File: config.mk
export PLATFORM = sky130hd
export DESIGN_NAME = alu_step_sequencer
export DESIGN_NICKNAME = d
export VERILOG_FILES = /design/src/rtl/alu_seq_pkg.sv /design/src/rtl/alu_step_sequencer_onehot_dec.sv /design/src/rtl/alu_step_sequencer.sv
export SDC_FILE = /design/constraint.sdc
export NUM_CORES = 1
export LEC_CHECK = 0
export CAP_MARGIN = 25
export CELL_PAD_IN_SITES_DETAIL_PLACEMENT = 1
export CELL_PAD_IN_SITES_GLOBAL_PLACEMENT = 2
export CORE_ASPECT_RATIO = 0.8
export CORE_MARGIN = 3
export CORE_UTILIZATION = 31
export CTS_CLUSTER_DIAMETER = 80
export CTS_CLUSTER_SIZE = 14
export DETAILED_ROUTE_END_ITERATION = 10
export PLACE_DENSITY = 0.86
export SYNTH_ARGS = -nofsm -noshare
export SYNTH_HDL_FRONTEND = slang
export SYNTH_SLANG_ARGS = --single-unit
export TNS_END_PERCENT = 100
File: constraint.sdc
create_clock -name Clock -period 4.8 [get_ports Clock]
set_clock_uncertainty 0.05 [all_clocks]
set_input_delay 0.72 -clock Clock [delete_from_list [all_inputs] [get_ports Clock]]
set_output_delay 0.72 -clock Clock [all_outputs]
set_load 0.01 [all_outputs]
File: src/rtl/alu_seq_pkg.sv
// Shared types for the ALU control-step sequencer: step states, request modes
// and a small index range helper.
package alu_seq_pkg;

  typedef enum logic [2:0] {
    ST_IDLE = 3'd0,
    ST_Y    = 3'd1,
    ST_OP   = 3'd2,
    ST_LO   = 3'd3,
    ST_HI   = 3'd4
  } state_t;

  localparam logic [1:0] MODE_BIN   = 2'd0;
  localparam logic [1:0] MODE_UNARY = 2'd1;
  localparam logic [1:0] MODE_WIDE  = 2'd2;
  localparam logic [1:0] MODE_RSVD  = 2'd3;

  function automatic logic idx_in_range(input int unsigned idx, input int unsigned n);
    return (idx < n) ? 1'b1 : 1'b0;
  endfunction

endpackage

File: src/rtl/alu_step_sequencer_onehot_dec.sv
// Register-index to one-hot strobe decoder; valid flags indices beyond the
// register file, independent of the enable.
module onehot_dec #(
  parameter int N = 16,
  parameter int W = 4
) (
  input  logic [W-1:0] idx,
  input  logic         en,
  output logic [N-1:0] vec,
  output logic         valid
);

  // one-hot decode, suppressed when disabled or out of range
  always_comb begin
    valid = (32'(idx) < 32'(N)) ? 1'b1 : 1'b0;
    for (int i = 0; i < N; i++) begin
      vec[i] = en & valid & (idx == W'(i));
    end
  end

endmodule

File: src/rtl/alu_step_sequencer.sv
// Control-step generator: sequences bus/Y/Z/HI/LO strobes for one ALU
// instruction per handshake; all outputs come straight from flops.
module alu_step_sequencer
  import alu_seq_pkg::*;
#(
  parameter  int NUM_REGS = 16,
  parameter  int OP_W     = 5,
  localparam int IDX_W    = $clog2(NUM_REGS)
) (
  input  logic                Clock,
  input  logic                clear,
  input  logic                start,
  input  logic [1:0]          mode,
  input  logic [OP_W-1:0]     op_code,
  input  logic [IDX_W-1:0]    ra,
  input  logic [IDX_W-1:0]    rb,
  input  logic [IDX_W-1:0]    rc,
  output logic                busy,
  output logic                done,
  output logic                err,
  output logic [NUM_REGS-1:0] reg_out,
  output logic [NUM_REGS-1:0] reg_in,
  output logic                Yin,
  output logic                Zin,
  output logic                Zlowout,
  output logic                Zhighout,
  output logic                HIin,
  output logic                LOin,
  output logic [OP_W-1:0]     alu_op
);

  state_t              state_r, state_nxt_s;
  logic [1:0]          mode_r, mode_nxt_s;
  logic [OP_W-1:0]     op_r, op_nxt_s;
  logic [IDX_W-1:0]    ra_r, rb_r, rc_r, ra_nxt_s, rb_nxt_s, rc_nxt_s;
  logic [IDX_W-1:0]    out_idx_s, in_idx_s;
  logic                out_en_s, in_en_s, out_valid_s, in_valid_s;
  logic [NUM_REGS-1:0] out_vec_s, in_vec_s;
  logic                accept_s, reject_s;

  logic                busy_r, done_r, err_r, yin_r, zin_r, zlo_r, zhi_r, hin_r, lin_r;
  logic [NUM_REGS-1:0] reg_out_r, reg_in_r, reg_out_nxt_s;
  logic [OP_W-1:0]     alu_op_r;

  // Decoder operands come from the current state so the range check in IDLE
  // never depends on the next-state decision.
  always_comb begin
    out_idx_s = rb_r;
    out_en_s  = 1'b0;
    in_idx_s  = ra_r;
    in_en_s   = 1'b0;
    case (state_r)
      ST_IDLE: begin
        out_idx_s = rb;
        out_en_s  = 1'b1;
        in_idx_s  = ra;
      end
      ST_Y:    begin
        out_idx_s = rc_r;
        out_en_s  = 1'b1;
      end
      ST_OP:   in_en_s = (mode_r != MODE_WIDE) ? 1'b1 : 1'b0;
      default: out_en_s = 1'b0;
    endcase
  end

  onehot_dec #(.N(NUM_REGS), .W(IDX_W)) u_out_dec (
    .idx(out_idx_s), .en(out_en_s), .vec(out_vec_s), .valid(out_valid_s)
  );

  onehot_dec #(.N(NUM_REGS), .W(IDX_W)) u_in_dec (
    .idx(in_idx_s), .en(in_en_s), .vec(in_vec_s), .valid(in_valid_s)
  );

  // next-state and request latch
  always_comb begin
    state_nxt_s = state_r;
    mode_nxt_s  = mode_r;
    op_nxt_s    = op_r;
    ra_nxt_s    = ra_r;
    rb_nxt_s    = rb_r;
    rc_nxt_s    = rc_r;
    accept_s    = 1'b0;
    reject_s    = 1'b0;
    case (state_r)
      ST_IDLE: begin
        if (start) begin
          mode_nxt_s = mode;
          op_nxt_s   = op_code;
          ra_nxt_s   = ra;
          rb_nxt_s   = rb;
          rc_nxt_s   = rc;
          if ((mode == MODE_RSVD) || !out_valid_s || !in_valid_s ||
              !idx_in_range(32'(rc), 32'(NUM_REGS))) begin
            reject_s = 1'b1;
          end else begin
            accept_s    = 1'b1;
            state_nxt_s = (mode == MODE_UNARY) ? ST_OP : ST_Y;
          end
        end else begin
          state_nxt_s = ST_IDLE;
        end
      end
      ST_Y:    state_nxt_s = ST_OP;
      ST_OP:   state_nxt_s = ST_LO;
      ST_LO:   state_nxt_s = (mode_r == MODE_WIDE) ? ST_HI : ST_IDLE;
      ST_HI:   state_nxt_s = ST_IDLE;
      default: state_nxt_s = ST_IDLE;
    endcase
  end

  // an IDLE cycle that does not accept must not leak the rb decode
  always_comb begin
    if ((state_r == ST_IDLE) && !accept_s) begin
      reg_out_nxt_s = '0;
    end else begin
      reg_out_nxt_s = out_vec_s;
    end
  end

  // state, request and output registers
  always_ff @(posedge Clock) begin
    if (!clear) begin
      state_r   <= ST_IDLE;
      mode_r    <= 2'd0;
      op_r      <= '0;
      ra_r      <= '0;
      rb_r      <= '0;
      rc_r      <= '0;
      busy_r    <= 1'b0;
      done_r    <= 1'b0;
      err_r     <= 1'b0;
      yin_r     <= 1'b0;
      zin_r     <= 1'b0;
      zlo_r     <= 1'b0;
      zhi_r     <= 1'b0;
      hin_r     <= 1'b0;
      lin_r     <= 1'b0;
      reg_out_r <= '0;
      reg_in_r  <= '0;
      alu_op_r  <= '0;
    end else begin
      state_r   <= state_nxt_s;
      mode_r    <= mode_nxt_s;
      op_r      <= op_nxt_s;
      ra_r      <= ra_nxt_s;
      rb_r      <= rb_nxt_s;
      rc_r      <= rc_nxt_s;
      busy_r    <= (state_nxt_s != ST_IDLE);
      done_r    <= ((state_nxt_s == ST_LO) && (mode_nxt_s != MODE_WIDE)) || (state_nxt_s == ST_HI);
      err_r     <= reject_s;
      yin_r     <= (state_nxt_s == ST_Y);
      zin_r     <= (state_nxt_s == ST_OP);
      zlo_r     <= (state_nxt_s == ST_LO);
      zhi_r     <= (state_nxt_s == ST_HI);
      hin_r     <= (state_nxt_s == ST_HI);
      lin_r     <= (state_nxt_s == ST_LO) && (mode_nxt_s == MODE_WIDE);
      reg_out_r <= reg_out_nxt_s;
      reg_in_r  <= in_vec_s;
      alu_op_r  <= (state_nxt_s == ST_OP) ? op_nxt_s : '0;
    end
  end

  assign busy     = busy_r;
  assign done     = done_r;
  assign err      = err_r;
  assign Yin      = yin_r;
  assign Zin      = zin_r;
  assign Zlowout  = zlo_r;
  assign Zhighout = zhi_r;
  assign HIin     = hin_r;
  assign LOin     = lin_r;
  assign reg_out  = reg_out_r;
  assign reg_in   = reg_in_r;
  assign alu_op   = alu_op_r;

endmodule

Word level (Yosys, flattened, before mapping)
Cells that the tools add are included.
- register bits: 67
- input port bits: 22
- output and inout bits: 46
- logic and storage cells: 125
- equality and inequality tests: 43
- multiplexer cells: 18
- bitwise operators: 33
- reduce and logical (&&, ||, !) cells: 14
- operators by type and width (kind ; number):
    equality test 4 bit, second input constant ; 16
    bitwise AND 1 bit ; 32
    equality test 4 x 3 -> 1 bit, second input constant ; 8
    equality test 4 x 2 -> 1 bit, second input constant ; 4
    equality test 3 x 2 -> 1 bit, second input constant ; 4
    case mux 3 bit (4 select lines) ; 1
    2-to-1 mux 5 bit ; 2
    2-to-1 mux 3 bit ; 3
    equality test 4 x 1 -> 1 bit, second input constant ; 2
    zero test 4 bit ; 2
    case mux 4 bit (2 select lines) ; 1
    2-to-1 mux 1 bit ; 7
    equality test 2 bit, second input constant ; 3
    equality test 3 x 1 -> 1 bit, second input constant ; 2
    2-to-1 mux 2 bit ; 3
    2-to-1 mux 4 bit ; 1
    inequality test 2 bit, second input constant ; 2
    AND reduction 2 bit ; 2
    OR reduction 2 bit ; 2
    equality test 3 bit, second input constant ; 1
    logical AND 1 bit ; 3
    zero test 3 bit ; 1
    AND reduction 3 bit ; 1
    nonzero test 3 bit ; 1
    other kinds (4) ; 4

Longest topological paths before layout
- depth after elaboration: 8
- depth in mapped cells: 6
- mapped depth without buffers: 3

Modules after synthesis
From an unflattened synthesis, not the netlist that was laid out.
- cells, all modules: 277
- area total of the unflattened synthesis: 2641.3 um^2
- modules (own cells, without submodules) (module ; times used ; cells an instance ; area each (um^2) ; seq. area each (um^2)):
    alu_step_sequencer ; 1 ; 227 ; 2383.5 ; 1341.3
    onehot_dec ; 2 ; 25 ; 128.9 ; 0.0

Worst setup path after synthesis
Ideal clock, no wire load.
- path type: input to register
- start point: input start
- end point: register mode_r[0]
- library setup time: 132 ps
- arrival: 1555 ps
- data required time: 4618 ps
- slack: 3063 ps
- stages: 5
- path buffers: 2
- cell sequence: or4b_1 clkbuf_1 buf_2 nand2_1 a21oi_1
- word-level cells in the longest chain between the ends: 2
- ends and longest elaborated chain (element ; line ; text):
    start: declaration ; alu_step_sequencer.sv:12 ; input logic start,
    2-to-1 mux 2 bit ; alu_step_sequencer.sv:87 ; if (start) begin
    2-to-1 mux 2 bit ; alu_step_sequencer.sv:85 ; case (state_r)
    end signal: assignment ; alu_step_sequencer.sv:144 ; mode_r <= mode_nxt_s;
    end: declaration ; alu_step_sequencer.sv:33 ; logic [1:0] mode_r, mode_nxt_s;
No other way between the ends.
A chain may end at the register's enable or synchronous reset.

==> reports/qor.yml <==
ir_worst_vdd_mv: 0.2118
gr-usage-met3_pct: 6.600
totalNegativeSetupSlack_ns: 0
area_of_the_placeable_core_um2: 7128
via_count_of_the_first_global_routing_pass: 1875
synthesis.yosys.warnings: 0
cts_made_buffers: 9
dr_total_vias: 1930
postLayoutCellArea_um2: 3312
drc_errors: 0
grt_first_pass_wirelength_um: 10080
grt_use_met2_pct: 21.08
comb_power_share_pct: 12.1
avgViaCountPerCell: 4.911
dr.pass1.iters: 4
synthesis.area_per_instance_um2: 10.44
floorplan.io_pins: 68
hpwl_um: 4318
cts.root.buffer_cell: "sky130_fd_sc_hd__clkbuf_8"
worstPathMaxFanout: 8
area.growth.synth_to_final_pct: 41.02
cell_count_after_synthesis: 225
final.min_clock_period_ns: 2.620
p_clk_share_pct: 44.8
dieWidth_um: 103.3
synth-async-reset-ratio_pct: 0
combined_global_route_utilization_of_all_metal_layers_pct: 15.04
antenna_found_initial: 0
pin_count_of_the_biggest_net_entering_global_routing: 30
intPower_w: 0.001038
worst_ep_arrival_time_ns: 2.81
number_of_unique_standard_cell_types_used_by_synthesis: 39
classification_of_the_worst_setup_path: "in -> reg"
gr-usage-met1_pct: 20.80
cts_repair_resize_count: 0
max_slew_margin_pct: 34.53
route.final.wire_length_um: 6155
period_share_pct: 54.59
ys_seq_area_share_pct: 56.26
cts.sink_count: 66
die-area_um2: 8663
report.final.hold_viol_count: 0
report.final.slew_viol_count: 0
die_height_um: 83.85
sequentialPowerShare_pct: 43.1
number_of_enable_type_register_cells_in_the_synthesized_netlist: 0
power_per_cell_area_nw_per_um2: 412.3
hold_path.class: "reg -> reg"
drt_iter0_drc: 94
worstMarginPinSlew_ns: 0.9689
yosys_most_used_dff: "sky130_fd_sc_hd__dfxtp_1"
port_bufs: 67
finalSetupViolCount: 0
outcome: "complete, no violations"
core.rowCount: 27
switching_share_pct: 23.96
max_cap_viol_count: 0
syn-num-nets: 247
place_congestion: 0.7028
p_leak_nw: 1.165
antennaDiodeCount: 0
rsz0062_at_grt: "false"
post_dp_cell_area_um2: 3047
path_clk_slew_ns: 0.08
switching_power_total_w: 0.0003273
cts_hold_buf: 0
post_route_cells_drive_above_1_share_pct: 8.904
drtAntennaViolNets: 0
max_freq_ghz: 0.3816
worst_skew_late_latency_ns: 0.34
cts.path.max_buffers: 2
top_usage_layer: "met2"
post_cts_setup_buffer_count: 0
total_global_routing_overflow: 0
yosys_register_bits: 66
initial_core_util_pct: 32.95
avgRoutedWirePerCell_um: 15.66
tritoncts: "done"
worstPathRequired_ns: 4.99
mappedNetlistArea_um2: 2349
startpoint_class: "input port"
count_of_nets_after_finishing: 309
cts_max_level: 3
kind_of_end_point_of_the_critical_path: "flop"
final_hold_slack_ns: 0.4099
-- final timing paths --
check / startpoint / cells past startpoint / end / slack (ns)
worst max-delay path: clear / 4 / reg_in[13]$_SDFF_PN0_ / 2.18
worst min-delay path: rb_r[2]$_SDFFE_PN0P_ / 2 / rb_r[2]$_SDFFE_PN0P_ / 0.41
worst max register to register: state_r[1]$_SDFF_PN0_ / 3 / reg_in[13]$_SDFF_PN0_ / 2.39
worst min register to register: rb_r[2]$_SDFFE_PN0P_ / 2 / rb_r[2]$_SDFFE_PN0P_ / 0.41
-- sequential cells by signal, indices dropped and copies added (netlist names), 2 cells and up --
register  count
alu_op        5
mode_r        2
op_r          5
ra_r          4
rb_r          3
rc_r          4
reg_in       16
reg_out      16
state_r       3
-- stage by stage --
| stage | total power [W] | setup slack, ns | util, % | std cells |
|---|---|---|---|---|
| 2_1_floorplan | 0.0007077 | 3.063 | - | 225 |
| 3_3_place_gp | 0.0007605 | 1.951 | 42.58 | 376 |
| 3_5_place_dp | 0.0007660 | 1.866 | 42.74 | 377 |
| 4_1_cts | 0.001384 | 2.226 | 46.46 | 393 |
| 5_1_grt | 0.001429 | 2.032 | 46.46 | 393 |
| 6_report | 0.001366 | 2.180 | 46.46 | 393 |
-- critical path: stages --
cell                              delay, ns
sky130_fd_sc_hd__clkdlybuf4s50_1       0.61
sky130_fd_sc_hd__nor4bb_1              0.88
sky130_fd_sc_hd__nand3b_4              0.24
sky130_fd_sc_hd__nor4b_1               0.36
-- area by class of cell --
type | count | area, um^2
Clock buffer | 9 | 123.9
Fill cell | 796 | 3816
Tap cell | 101 | 126.4
Multi-Input combinational cell | 141 | 913.4
Clock inverter | 7 | 141.4
Inverter | 1 | 3.754
Timing Repair Buffer | 68 | 681.9
Sequential cell | 66 | 1321
-- power by group through the flow --
stage	registers (W)	logic [W]	clock network, W
3_3_place_gp	0.000601	0.000160	0
5_1_grt	0.000591	0.000182	0.000656
2_1_floorplan	0.000594	0.000114	0
3_5_place_dp	0.000601	0.000165	0
4_1_cts	0.000589	0.000166	0.000629
6_report	0.000589	0.000165	0.000612
-- Yosys cell counts, types with 3 or more instances --
| cell type | instances | area share (%) |
|---|---|---|
| sky130_fd_sc_hd__nand2_1 | 27 | 4.3 |
| sky130_fd_sc_hd__buf_6 | 4 | 1.9 |
| sky130_fd_sc_hd__buf_4 | 3 | 0.96 |
| sky130_fd_sc_hd__clkbuf_1 | 6 | 0.96 |
| sky130_fd_sc_hd__buf_2 | 4 | 0.85 |
| sky130_fd_sc_hd__a21oi_1 | 14 | 3.0 |
| sky130_fd_sc_hd__o21ai_1 | 4 | 0.85 |
| sky130_fd_sc_hd__o21ai_0 | 3 | 0.64 |
| sky130_fd_sc_hd__nor4_1 | 31 | 8.3 |
| sky130_fd_sc_hd__o2111ai_1 | 3 | 1.1 |
| sky130_fd_sc_hd__mux2i_1 | 11 | 4.7 |
| sky130_fd_sc_hd__nor4b_1 | 3 | 1.1 |
| sky130_fd_sc_hd__nor3_1 | 5 | 1.1 |
| sky130_fd_sc_hd__nor2_1 | 11 | 1.8 |
| sky130_fd_sc_hd__dfxtp_1 | 66 | 56 |
| sky130_fd_sc_hd__o21a_1 | 4 | 1.3 |
-- kinds of logic after synthesis --
group | share of synthesized area [%]
compound gates | 8.685
buf+inv | 4.848
simple gates | 24.08
mux | 6.127
flops | 56.26
-- layer usage --
layer | part of all wire [%] | routed length (um) | up-vias
li1 | - | - | 943
met1 | 48 | 2931 | 927
met2 | 44 | 2682 | 53
met3 | 7.7 | 474 | 7
met4 | 1.1 | 67 | 0
met5 | 0 | 0 | -
-- placed cells by master, fill, tap and decap left out, drive strengths merged --
master	n
and4	1
o21ai	7
a31oi	1
buf	1
nor2	11
nor4bb	1
or3	1
dfxtp	66
nand2	27
or4b	1
nand2b	1
clkinvlp	1
inv	1
a21oi	14
o21a	4
nor3	6
clkdlybuf4s50	67
a21boi	1
clkbuf	9
a21o	1
nor4	31
o31ai	1
or2	2
mux2	3
o2111ai	3
clkinv	2
o31a	1
and3	1
nand3	2
bufinv	4
mux2i	11
and3b	1
nor4b	6
nand3b	1
nor2b	1
Note: power is estimated with default switching activity, not from simulation.
